--- src/rtl/mc_control_fsm_pkg.sv ---
// mc_pkg - shared encodings for the multi-cycle control unit (rev 1.0)
`default_nettype none

package mc_pkg;

  typedef enum logic [3:0] {
    S_FETCH    = 4'd0,
    S_DECODE   = 4'd1,
    S_EXEC_R   = 4'd2,
    S_WB_R     = 4'd3,
    S_EXEC_I   = 4'd4,
    S_WB_I     = 4'd5,
    S_MEM_ADDR = 4'd6,
    S_MEM_RD   = 4'd7,
    S_WB_MEM   = 4'd8,
    S_MEM_WR   = 4'd9,
    S_BRANCH   = 4'd10,
    S_JUMP     = 4'd11
  } state_t;

  localparam logic [3:0] OP_RTYPE = 4'b0000;
  localparam logic [3:0] OP_ADDI  = 4'b0001;
  localparam logic [3:0] OP_LW    = 4'b0010;
  localparam logic [3:0] OP_SW    = 4'b0011;
  localparam logic [3:0] OP_BEQ   = 4'b0100;
  localparam logic [3:0] OP_J     = 4'b0101;

  localparam logic [2:0] FUNC_MAX = 3'b100;

  localparam logic [2:0] ALU_ADD = 3'b000;
  localparam logic [2:0] ALU_SUB = 3'b001;
  localparam logic [2:0] ALU_AND = 3'b010;
  localparam logic [2:0] ALU_OR  = 3'b011;
  localparam logic [2:0] ALU_SLT = 3'b100;

  localparam logic [1:0] SRCB_B    = 2'b00;
  localparam logic [1:0] SRCB_ONE  = 2'b01;
  localparam logic [1:0] SRCB_IMM  = 2'b10;
  localparam logic [1:0] SRCB_BOFF = 2'b11;

  localparam logic [1:0] PCSRC_ALU    = 2'b00;
  localparam logic [1:0] PCSRC_ALUOUT = 2'b01;
  localparam logic [1:0] PCSRC_JUMP   = 2'b10;

  typedef struct packed {
    logic       pc_write;
    logic       pc_write_cond;
    logic [1:0] pc_src;
    logic       i_or_d;
    logic       mem_read;
    logic       mem_write;
    logic       ir_write;
    logic       reg_dst;
    logic       mem_to_reg;
    logic       reg_write;
    logic       alu_src_a;
    logic [1:0] alu_src_b;
    logic [2:0] alu_op;
    logic [3:0] state;
  } ctrl_t;

  function automatic logic func_legal(input logic [2:0] f);
    return (f <= FUNC_MAX);
  endfunction

endpackage

`default_nettype wire

--- src/rtl/mc_control_fsm_if.sv ---
// mc_control_fsm_if - instruction/memory inputs and datapath strobes (rev 1.0)
`default_nettype none

interface mc_control_fsm_if;
  logic [3:0] opcode;
  logic [2:0] func;
  logic       mem_ready;
  logic       pc_write;
  logic       pc_write_cond;
  logic [1:0] pc_src;
  logic       i_or_d;
  logic       mem_read;
  logic       mem_write;
  logic       ir_write;
  logic       reg_dst;
  logic       mem_to_reg;
  logic       reg_write;
  logic       alu_src_a;
  logic [1:0] alu_src_b;
  logic [2:0] alu_op;
  logic [3:0] state;

  modport master (
    input  opcode, func, mem_ready,
    output pc_write, pc_write_cond, pc_src, i_or_d, mem_read, mem_write,
           ir_write, reg_dst, mem_to_reg, reg_write, alu_src_a, alu_src_b,
           alu_op, state
  );

  modport slave (
    output opcode, func, mem_ready,
    input  pc_write, pc_write_cond, pc_src, i_or_d, mem_read, mem_write,
           ir_write, reg_dst, mem_to_reg, reg_write, alu_src_a, alu_src_b,
           alu_op, state
  );
endinterface

`default_nettype wire

--- src/rtl/mc_control_fsm_decode.sv ---
// mc_ctrl_decode - combinational state to control-vector map with reset gating (rev 1.0)
`default_nettype none

module mc_ctrl_decode
  import mc_pkg::*;
(
  input  logic       rst,
  input  state_t     state,
  input  logic       mem_ready,
  input  logic [2:0] alu_func,
  output ctrl_t      ctrl
);

  always_comb begin
    ctrl = '0;
    // Reset low blanks every strobe, so an aborted write never reaches the datapath
    if (rst) begin
      ctrl.state = state;
      case (state)
        S_FETCH: begin
          ctrl.mem_read  = 1'b1;
          ctrl.alu_src_b = SRCB_ONE;
          ctrl.alu_op    = ALU_ADD;
          ctrl.pc_src    = PCSRC_ALU;
          ctrl.ir_write  = mem_ready;
          ctrl.pc_write  = mem_ready;
        end
        S_DECODE: begin
          ctrl.alu_src_b = SRCB_BOFF;
          ctrl.alu_op    = ALU_ADD;
        end
        S_EXEC_R: begin
          ctrl.alu_src_a = 1'b1;
          ctrl.alu_src_b = SRCB_B;
          ctrl.alu_op    = alu_func;
        end
        S_WB_R: begin
          ctrl.reg_dst   = 1'b1;
          ctrl.reg_write = 1'b1;
        end
        S_EXEC_I, S_MEM_ADDR: begin
          ctrl.alu_src_a = 1'b1;
          ctrl.alu_src_b = SRCB_IMM;
          ctrl.alu_op    = ALU_ADD;
        end
        S_WB_I: begin
          ctrl.reg_write = 1'b1;
        end
        S_MEM_RD: begin
          ctrl.mem_read = 1'b1;
          ctrl.i_or_d   = 1'b1;
        end
        S_WB_MEM: begin
          ctrl.mem_to_reg = 1'b1;
          ctrl.reg_write  = 1'b1;
        end
        S_MEM_WR: begin
          ctrl.mem_write = 1'b1;
          ctrl.i_or_d    = 1'b1;
        end
        S_BRANCH: begin
          ctrl.alu_src_a     = 1'b1;
          ctrl.alu_src_b     = SRCB_B;
          ctrl.alu_op        = ALU_SUB;
          ctrl.pc_src        = PCSRC_ALUOUT;
          ctrl.pc_write_cond = 1'b1;
        end
        S_JUMP: begin
          ctrl.pc_src   = PCSRC_JUMP;
          ctrl.pc_write = 1'b1;
        end
        default: ctrl = '0;
      endcase
    end
  end

endmodule

`default_nettype wire

--- src/rtl/mc_control_fsm.sv ---
// mc_control_fsm - multi-cycle instruction sequencer: state register and next-state logic (rev 1.0)
`default_nettype none

module mc_control_fsm
  import mc_pkg::*;
(
  input  logic              clk,
  input  logic              rst,
  mc_control_fsm_if.master  bus
);

  state_t     state_q;
  logic       is_store;
  logic [2:0] func_q;
  ctrl_t      ctrl;

  // opcode/func are only valid in DECODE, so the parts needed later are latched there
  always_ff @(posedge clk) begin
    if (!rst) begin
      state_q  <= S_FETCH;
      is_store <= 1'b0;
      func_q   <= 3'b000;
    end else begin
      case (state_q)
        S_FETCH: begin
          if (bus.mem_ready) state_q <= S_DECODE;
        end
        S_DECODE: begin
          func_q   <= bus.func;
          is_store <= (bus.opcode == OP_SW);
          case (bus.opcode)
            OP_RTYPE: state_q <= func_legal(bus.func) ? S_EXEC_R : S_FETCH;
            OP_ADDI:  state_q <= S_EXEC_I;
            OP_LW:    state_q <= S_MEM_ADDR;
            OP_SW:    state_q <= S_MEM_ADDR;
            OP_BEQ:   state_q <= S_BRANCH;
            OP_J:     state_q <= S_JUMP;
            default:  state_q <= S_FETCH;
          endcase
        end
        S_EXEC_R:   state_q <= S_WB_R;
        S_EXEC_I:   state_q <= S_WB_I;
        S_MEM_ADDR: state_q <= is_store ? S_MEM_WR : S_MEM_RD;
        S_MEM_RD: begin
          if (bus.mem_ready) state_q <= S_WB_MEM;
        end
        S_MEM_WR: begin
          if (bus.mem_ready) state_q <= S_FETCH;
        end
        default:    state_q <= S_FETCH;
      endcase
    end
  end

  mc_ctrl_decode u_decode (
    .rst       (rst),
    .state     (state_q),
    .mem_ready (bus.mem_ready),
    .alu_func  (func_q),
    .ctrl      (ctrl)
  );

  assign bus.pc_write      = ctrl.pc_write;
  assign bus.pc_write_cond = ctrl.pc_write_cond;
  assign bus.pc_src        = ctrl.pc_src;
  assign bus.i_or_d        = ctrl.i_or_d;
  assign bus.mem_read      = ctrl.mem_read;
  assign bus.mem_write     = ctrl.mem_write;
  assign bus.ir_write      = ctrl.ir_write;
  assign bus.reg_dst       = ctrl.reg_dst;
  assign bus.mem_to_reg    = ctrl.mem_to_reg;
  assign bus.reg_write     = ctrl.reg_write;
  assign bus.alu_src_a     = ctrl.alu_src_a;
  assign bus.alu_src_b     = ctrl.alu_src_b;
  assign bus.alu_op        = ctrl.alu_op;
  assign bus.state         = ctrl.state;

endmodule

`default_nettype wire
--- src/flat_wrapper.sv ---
// flat-port wrapper written by rule: the top's interface ports become plain ports
module mc_control_fsm_flat import mc_pkg::*;
  (clk, rst, bus_opcode, bus_func, bus_mem_ready, bus_pc_write, bus_pc_write_cond, bus_pc_src, bus_i_or_d, bus_mem_read, bus_mem_write, bus_ir_write, bus_reg_dst, bus_mem_to_reg, bus_reg_write, bus_alu_src_a, bus_alu_src_b, bus_alu_op, bus_state);
  mc_control_fsm_if bus_i ();
  input  logic clk;
  input  logic rst;
  input wire logic [$bits(bus_i.opcode)-1:0] bus_opcode;
  input wire logic [$bits(bus_i.func)-1:0] bus_func;
  input wire logic [$bits(bus_i.mem_ready)-1:0] bus_mem_ready;
  output wire logic [$bits(bus_i.pc_write)-1:0] bus_pc_write;
  output wire logic [$bits(bus_i.pc_write_cond)-1:0] bus_pc_write_cond;
  output wire logic [$bits(bus_i.pc_src)-1:0] bus_pc_src;
  output wire logic [$bits(bus_i.i_or_d)-1:0] bus_i_or_d;
  output wire logic [$bits(bus_i.mem_read)-1:0] bus_mem_read;
  output wire logic [$bits(bus_i.mem_write)-1:0] bus_mem_write;
  output wire logic [$bits(bus_i.ir_write)-1:0] bus_ir_write;
  output wire logic [$bits(bus_i.reg_dst)-1:0] bus_reg_dst;
  output wire logic [$bits(bus_i.mem_to_reg)-1:0] bus_mem_to_reg;
  output wire logic [$bits(bus_i.reg_write)-1:0] bus_reg_write;
  output wire logic [$bits(bus_i.alu_src_a)-1:0] bus_alu_src_a;
  output wire logic [$bits(bus_i.alu_src_b)-1:0] bus_alu_src_b;
  output wire logic [$bits(bus_i.alu_op)-1:0] bus_alu_op;
  output wire logic [$bits(bus_i.state)-1:0] bus_state;
  assign bus_i.opcode = bus_opcode;
  assign bus_i.func = bus_func;
  assign bus_i.mem_ready = bus_mem_ready;
  assign bus_pc_write = bus_i.pc_write;
  assign bus_pc_write_cond = bus_i.pc_write_cond;
  assign bus_pc_src = bus_i.pc_src;
  assign bus_i_or_d = bus_i.i_or_d;
  assign bus_mem_read = bus_i.mem_read;
  assign bus_mem_write = bus_i.mem_write;
  assign bus_ir_write = bus_i.ir_write;
  assign bus_reg_dst = bus_i.reg_dst;
  assign bus_mem_to_reg = bus_i.mem_to_reg;
  assign bus_reg_write = bus_i.reg_write;
  assign bus_alu_src_a = bus_i.alu_src_a;
  assign bus_alu_src_b = bus_i.alu_src_b;
  assign bus_alu_op = bus_i.alu_op;
  assign bus_state = bus_i.state;
  mc_control_fsm u_core (.clk(clk), .rst(rst), .bus(bus_i));
endmodule
--- config.mk ---
export PLATFORM = sky130hd
export DESIGN_NAME = mc_control_fsm_flat
export DESIGN_NICKNAME = d
export VERILOG_FILES = /design/src/rtl/mc_control_fsm_pkg.sv /design/src/rtl/mc_control_fsm_if.sv /design/src/rtl/mc_control_fsm_decode.sv /design/src/rtl/mc_control_fsm.sv /design/src/flat_wrapper.sv
export SDC_FILE = /design/constraint.sdc
export NUM_CORES = 1
export LEC_CHECK = 0
export ABC_AREA = 1
export CAP_MARGIN = 15
export CORE_MARGIN = 2
export CORE_UTILIZATION = 38
export CTS_CLUSTER_DIAMETER = 30
export DETAILED_ROUTE_END_ITERATION = 10
export GPL_TIMING_DRIVEN = 1
export PLACE_DENSITY = 0.75
export SYNTH_ARGS = -nofsm -noshare
export SYNTH_HDL_FRONTEND = slang
export SYNTH_SLANG_ARGS = --single-unit
--- constraint.sdc ---
create_clock -name clk -period 1.3 [get_ports clk]
set_input_delay 0.26 -clock clk [delete_from_list [all_inputs] [get_ports clk]]
set_output_delay 0.26 -clock clk [all_outputs]
set_load 0.02 [all_outputs]
==> results of run 1 <==
[cell usage after synthesis, types with 2 or more instances]
cell type and n:
a21oi_1 8, dfxtp_1 8, o21ai_0 6, a21oi_2 2, o21ai_1 2, nor2_1 22
clkbuf_1 3, nand2_1 36, nor2_2 2, inv_1 20, nand3_1 9, inv_2 3
nor2_4 3, o211ai_1 2
[cells by family after synthesis]
family	after synthesis	share of synthesized area [%]
buffers and inverters	29	15.5
AND/OR/NAND/NOR	77	46.9
flip-flops	8	21.6
AO/OA/AOI/OAI	21	16.0
[through the flow]
| step | util [%] | hold slack (ns) | cells | setup TNS [ns] | worst slack [ns] |
|---|---|---|---|---|---|
| CTS | 87.3 | 0.481 | 228 | -6.26 | -0.367 |
| floorplan | - | 0.420 | 135 | -0.361 | -0.0908 |
| detailed placement | 77.3 | 0.472 | 216 | -15.64 | -0.769 |
| global placement | 77.3 | 0.468 | 216 | -14.78 | -0.715 |
[timing repair]
action	CTS
cloned	1
setup buffers	7
endpoints found under the setup margin	25
gates resized for setup	143
pin swaps	12
==> metrics.yaml, run 1 <==
clocking:
  cts_hold_buf: 0
  root_buffer: "clkbuf_4"
  clk_path_buf_depth: 2
  numCtsBuffers: 3
  htreeDepth: 1
  cts_sinks: 8
yosys:
  dominantRegCellSynth: "dfxtp_1"
  synth.avg_cell_area_um2: 5.50
  yosysWarnings: 0
  synth_area_leader_cell: "dfxtp_1"
  syn_nets: 145
  syn-cell-area_um2: 742
  synth-seq-cells: 8
  synth_cells: 135
  synthArstFlopShare_pct: 0
  ys_seq_area_share_pct: 21.6
  synth_cell_type_count: 23
  synth_edf_count: 0
  netlist.area_leader.share_pct: 21.6
  ys_top_cells_by_area: "dfxtp_1, nand2_1, nor2_1"
run_status:
  error_line: "[ERROR DPL-0038] Utilization greater than 100%, impossible to legalize"
  stop_stage: "global routing"
  outcome: "did not finish"
timing:
  endpoint_type: "output port"
  postGrtWorstEndpoint: "bus_state[0]"
floorplanning:
  start_util_pct: 41.6
  die_w_um: 48.2
  rows: 15
  die_h_um: 48.2
  io_pins: 31
global_routing:
  grt_max_degree: 9
place:
  gp_congestion: 0.883
  numPortBuffers: 30
  dp_hpwl_um: 2120
  place_area_um2: 1380
==> run 2, diff against run 1 <==
Settings changed: CORE_AREA set to 2 2 63 65, CORE_MARGIN 2 to not set, CORE_UTILIZATION 38 to not set, CTS_CLUSTER_DIAMETER 30 to not set, DIE_AREA set to 0 0 65 67, PLACE_DENSITY 0.75 to not set, PLACE_DENSITY_LB_ADDON set to 0.15.
Clock period 1.3 ns to 1.7 ns, I/O delays scaled along.
==> run 2 against run 1 <==
Net effect: the flow now finishes, with violations (negative setup slack); synthesized cell count did not move; synthesized area did not move.
==> metrics.yaml, run 2 <==
floorplanning:
  io_pins: 31  # unchanged
  rows: 22  # +7
  die_h_um: 67  # +39%
  design.core.area_um2: 3610
  start_util_pct: 20.6  # -21 points
  die_area_um2: 4360
  die_w_um: 65  # +35%
global_routing:
  grt_pass1_wl_um: 4050
  grt.total_usage_pct: 11.9
  overflow: 0
  grt_pass1_vias: 925
  grt_max_degree: 19
  antenna_found_initial: 0
final_layout:
  layout.nets: 210
  layout_common_cells: "buf_4, nand2_1, nor2_1"
  top_register: "u_core.state_q"
  fin_util_pct: 39.9
  largest_register_ffs: 4
  area_growth_pct: 94.1
  drive_gt1_share_pct: 50.5
  top_regs: "u_core.state_q x4, u_core.func_q x3, u_core.is_store x1"
  antenna_cells: 0
  layout_commonest_cell: "buf_4"
power_and_ir_drop:
  finalPower_mw: 0.756
  p_leak_nw: 0.746
  ir_worst_vdd_mv: 0.257
  cellPowerDensity_nw_per_um2: 525
yosys:
  synth_cells: 135  # unchanged
  synth_edf_count: 0  # unchanged
  synth_cell_type_count: 23  # unchanged
  syn-cell-area_um2: 742  # unchanged
  ys_top_cells_by_area: "dfxtp_1, nand2_1, nor2_1"
  synth_most_common_cell: "nand2_1"
  dominantRegCellSynth: "dfxtp_1"
  netlist.area_leader.share_pct: 21.6  # unchanged
  synth.avg_cell_area_um2: 5.50  # unchanged
  ys_seq_area_share_pct: 21.6  # unchanged
  synthArstFlopShare_pct: 0  # unchanged
  yosysWarnings: 0  # unchanged
  syn_nets: 145  # unchanged
  synth_area_leader_cell: "dfxtp_1"
  synth_common_cells: "nand2_1, nor2_1, inv_1, nand3_1"
  synth-seq-cells: 8  # unchanged
critical_path:
  crit_fanout: 3
  r2r-end: "u_core.state_q[3]$_SDFFE_PN0P_"
  crit_slowest_cell: "dfxtp_4"
  end_kind: "output port"
  crit_chain: "buf_4 -> nor2_4 -> nand2_2 -> nand2_2 -> nor3_2 -> nand2_1 -> nand2_1 -> inv_1 -> buf_6"
  startpoint_type: "flip-flop"
  cpPeakStageDelay_ns: 0.35
  cp.required_ns: 1.36
  r2r.worst_path.cells: 10
  arrival_ns: 1.37
  rrSetupSlack_ns: 0.28
  r2r_start: "u_core.state_q[2]$_SDFFE_PN0P_"
  crit_type: "reg2out"
run_status:
  outcome: "finished with violations"
  violations: "negative setup slack"
clocking:
  clk_path_buf_depth: 2  # unchanged
  numCtsBuffers: 3  # unchanged
  cts_hold_buf: 0  # unchanged
  tritoncts: "yes"
  htreeDepth: 1  # unchanged
  root_buffer: "clkbuf_8"
  cts.clk_slew.worst_paths_ns: 0.04
  cts_sinks: 8  # unchanged
  clock_latency_ns: 0.23
drt:
  wl_um: 2420
  initialDrtViolationCount: 18
  viasPerCell: 4.08
  dr.pass1.iters: 4
  drc_errors: 0
  routedWlPerCell_um: 9.83
  dr_total_vias: 1003
  drtAntennaViolNets: 0
run:
  drv_cap: 0
timing:
  worst_pin_slew_ns: 0.192
  final-setup-viol-count: 2
  fmax_mhz: 586
  fin_crit_sh_pct: 100
  slew_violations: 0
  rsz0062_at_grt: "true"
  fin_crit_ns: 1.71
  maxSlewHeadroom_pct: 87.1
  skew_ns: 0.000188
  hold_viol_final: 0
  worst_slack_ns: -0.00669
place:
  preCtsSetupSlack_ns: -0.453  # +0.316 ns
  dp_hpwl_um: 1930  # -9.0%
  gp_congestion: 0.882  # about the same
  numPortBuffers: 30  # unchanged
worst_hold_path:
  holdPathEnd: "u_core.is_store$_SDFFE_PN0P_"
  hold_path.class: "reg2reg"
  min-delay-start: "u_core.is_store$_SDFFE_PN0P_"
  whs_path_depth: 2
run 2: metrics by stage:
stage	instance area [µm²]	hold WS [ns]	instances	setup TNS (ns)
floorplan	751	0.453	135	0
global placement	1300	0.478	235	-8.32
detailed placement	1300	0.480	235	-8.52
CTS	1340	0.485	241	-0.131
global route	1440	0.526	246	-0.491
finish	1440	0.490	246	-0.0109
run 2: cell type report:
class                      count  area, µm²
clock buffer                   3       41.3
tap                           48       60.1
timing repair buffer          65        531
inverter                      24       93.8
multi-input combinational     98        542
fill                         406       2170
sequential                     8        173
run 2: cells by family (layout without fill, tap and decap cells):
group / Yosys count / in the layout / synth area share (%)
AO/OA/AOI/OAI: 21 / 21 / 16.0
buffers and inverters: 29 / 92 / 15.5
flip-flops: 8 / 8 / 21.6
AND/OR/NAND/NOR: 77 / 77 / 46.9
run 2: metal layers:
metal | track usage [%] | vias up | part of all wire, %
met5 | 0 | - | 0
met4 | 6.38 | 0 | 1.8
met3 | 1.52 | 4 | 3.8
met2 | 19.7 | 21 | 47
met1 | 14.9 | 433 | 47
li1 | - | 545 | -
run 2: how the worst max path moves through the flow:
stage / from / cells after the start / endpoint / slack (ns)
after global placement: rst / 5 / bus_alu_src_b[0] / -0.44
final: u_core.state_q[3]$_SDFFE_PN0P_ / 9 / bus_state[1] / -0.007
after CTS: u_core.state_q[1]$_SDFFE_PN0P_ / 5 / bus_mem_read / -0.08
after global routing: u_core.state_q[3]$_SDFFE_PN0P_ / 9 / bus_state[1] / -0.09
after floorplan: rst / 5 / bus_pc_src[0] / 0.09
after detailed placement: rst / 5 / bus_alu_src_b[0] / -0.45
run 2: timing repair:
item                                    CTS  global route
resized for setup                       109            29
setup buffers                             3             5
endpoints found under the setup margin   21            19
pin swaps                                 9            11
run 2: report_power, final:
group          internal [mW]  leakage [nW]  switching [mW]
registers              0.203        0.0681          0.0186
clock network          0.153        0.0216          0.0690
logic                  0.152         0.656           0.160
run 2: critical path: cells and delay by family, from the launching register on:
kind                   cells  cell delay (ns)
DFF                        1             0.35
buffers and inverters      3             0.31
and+or+nand+nor            6             0.47
No activity file was read; power rests on OpenSTA's default activity.
==> run 3, diff against run 2 <==
Settings changed: SLEW_MARGIN set to 10.
==> results of run 3 <==
The final DEF is identical to that of run 2; final timing and power are the same.
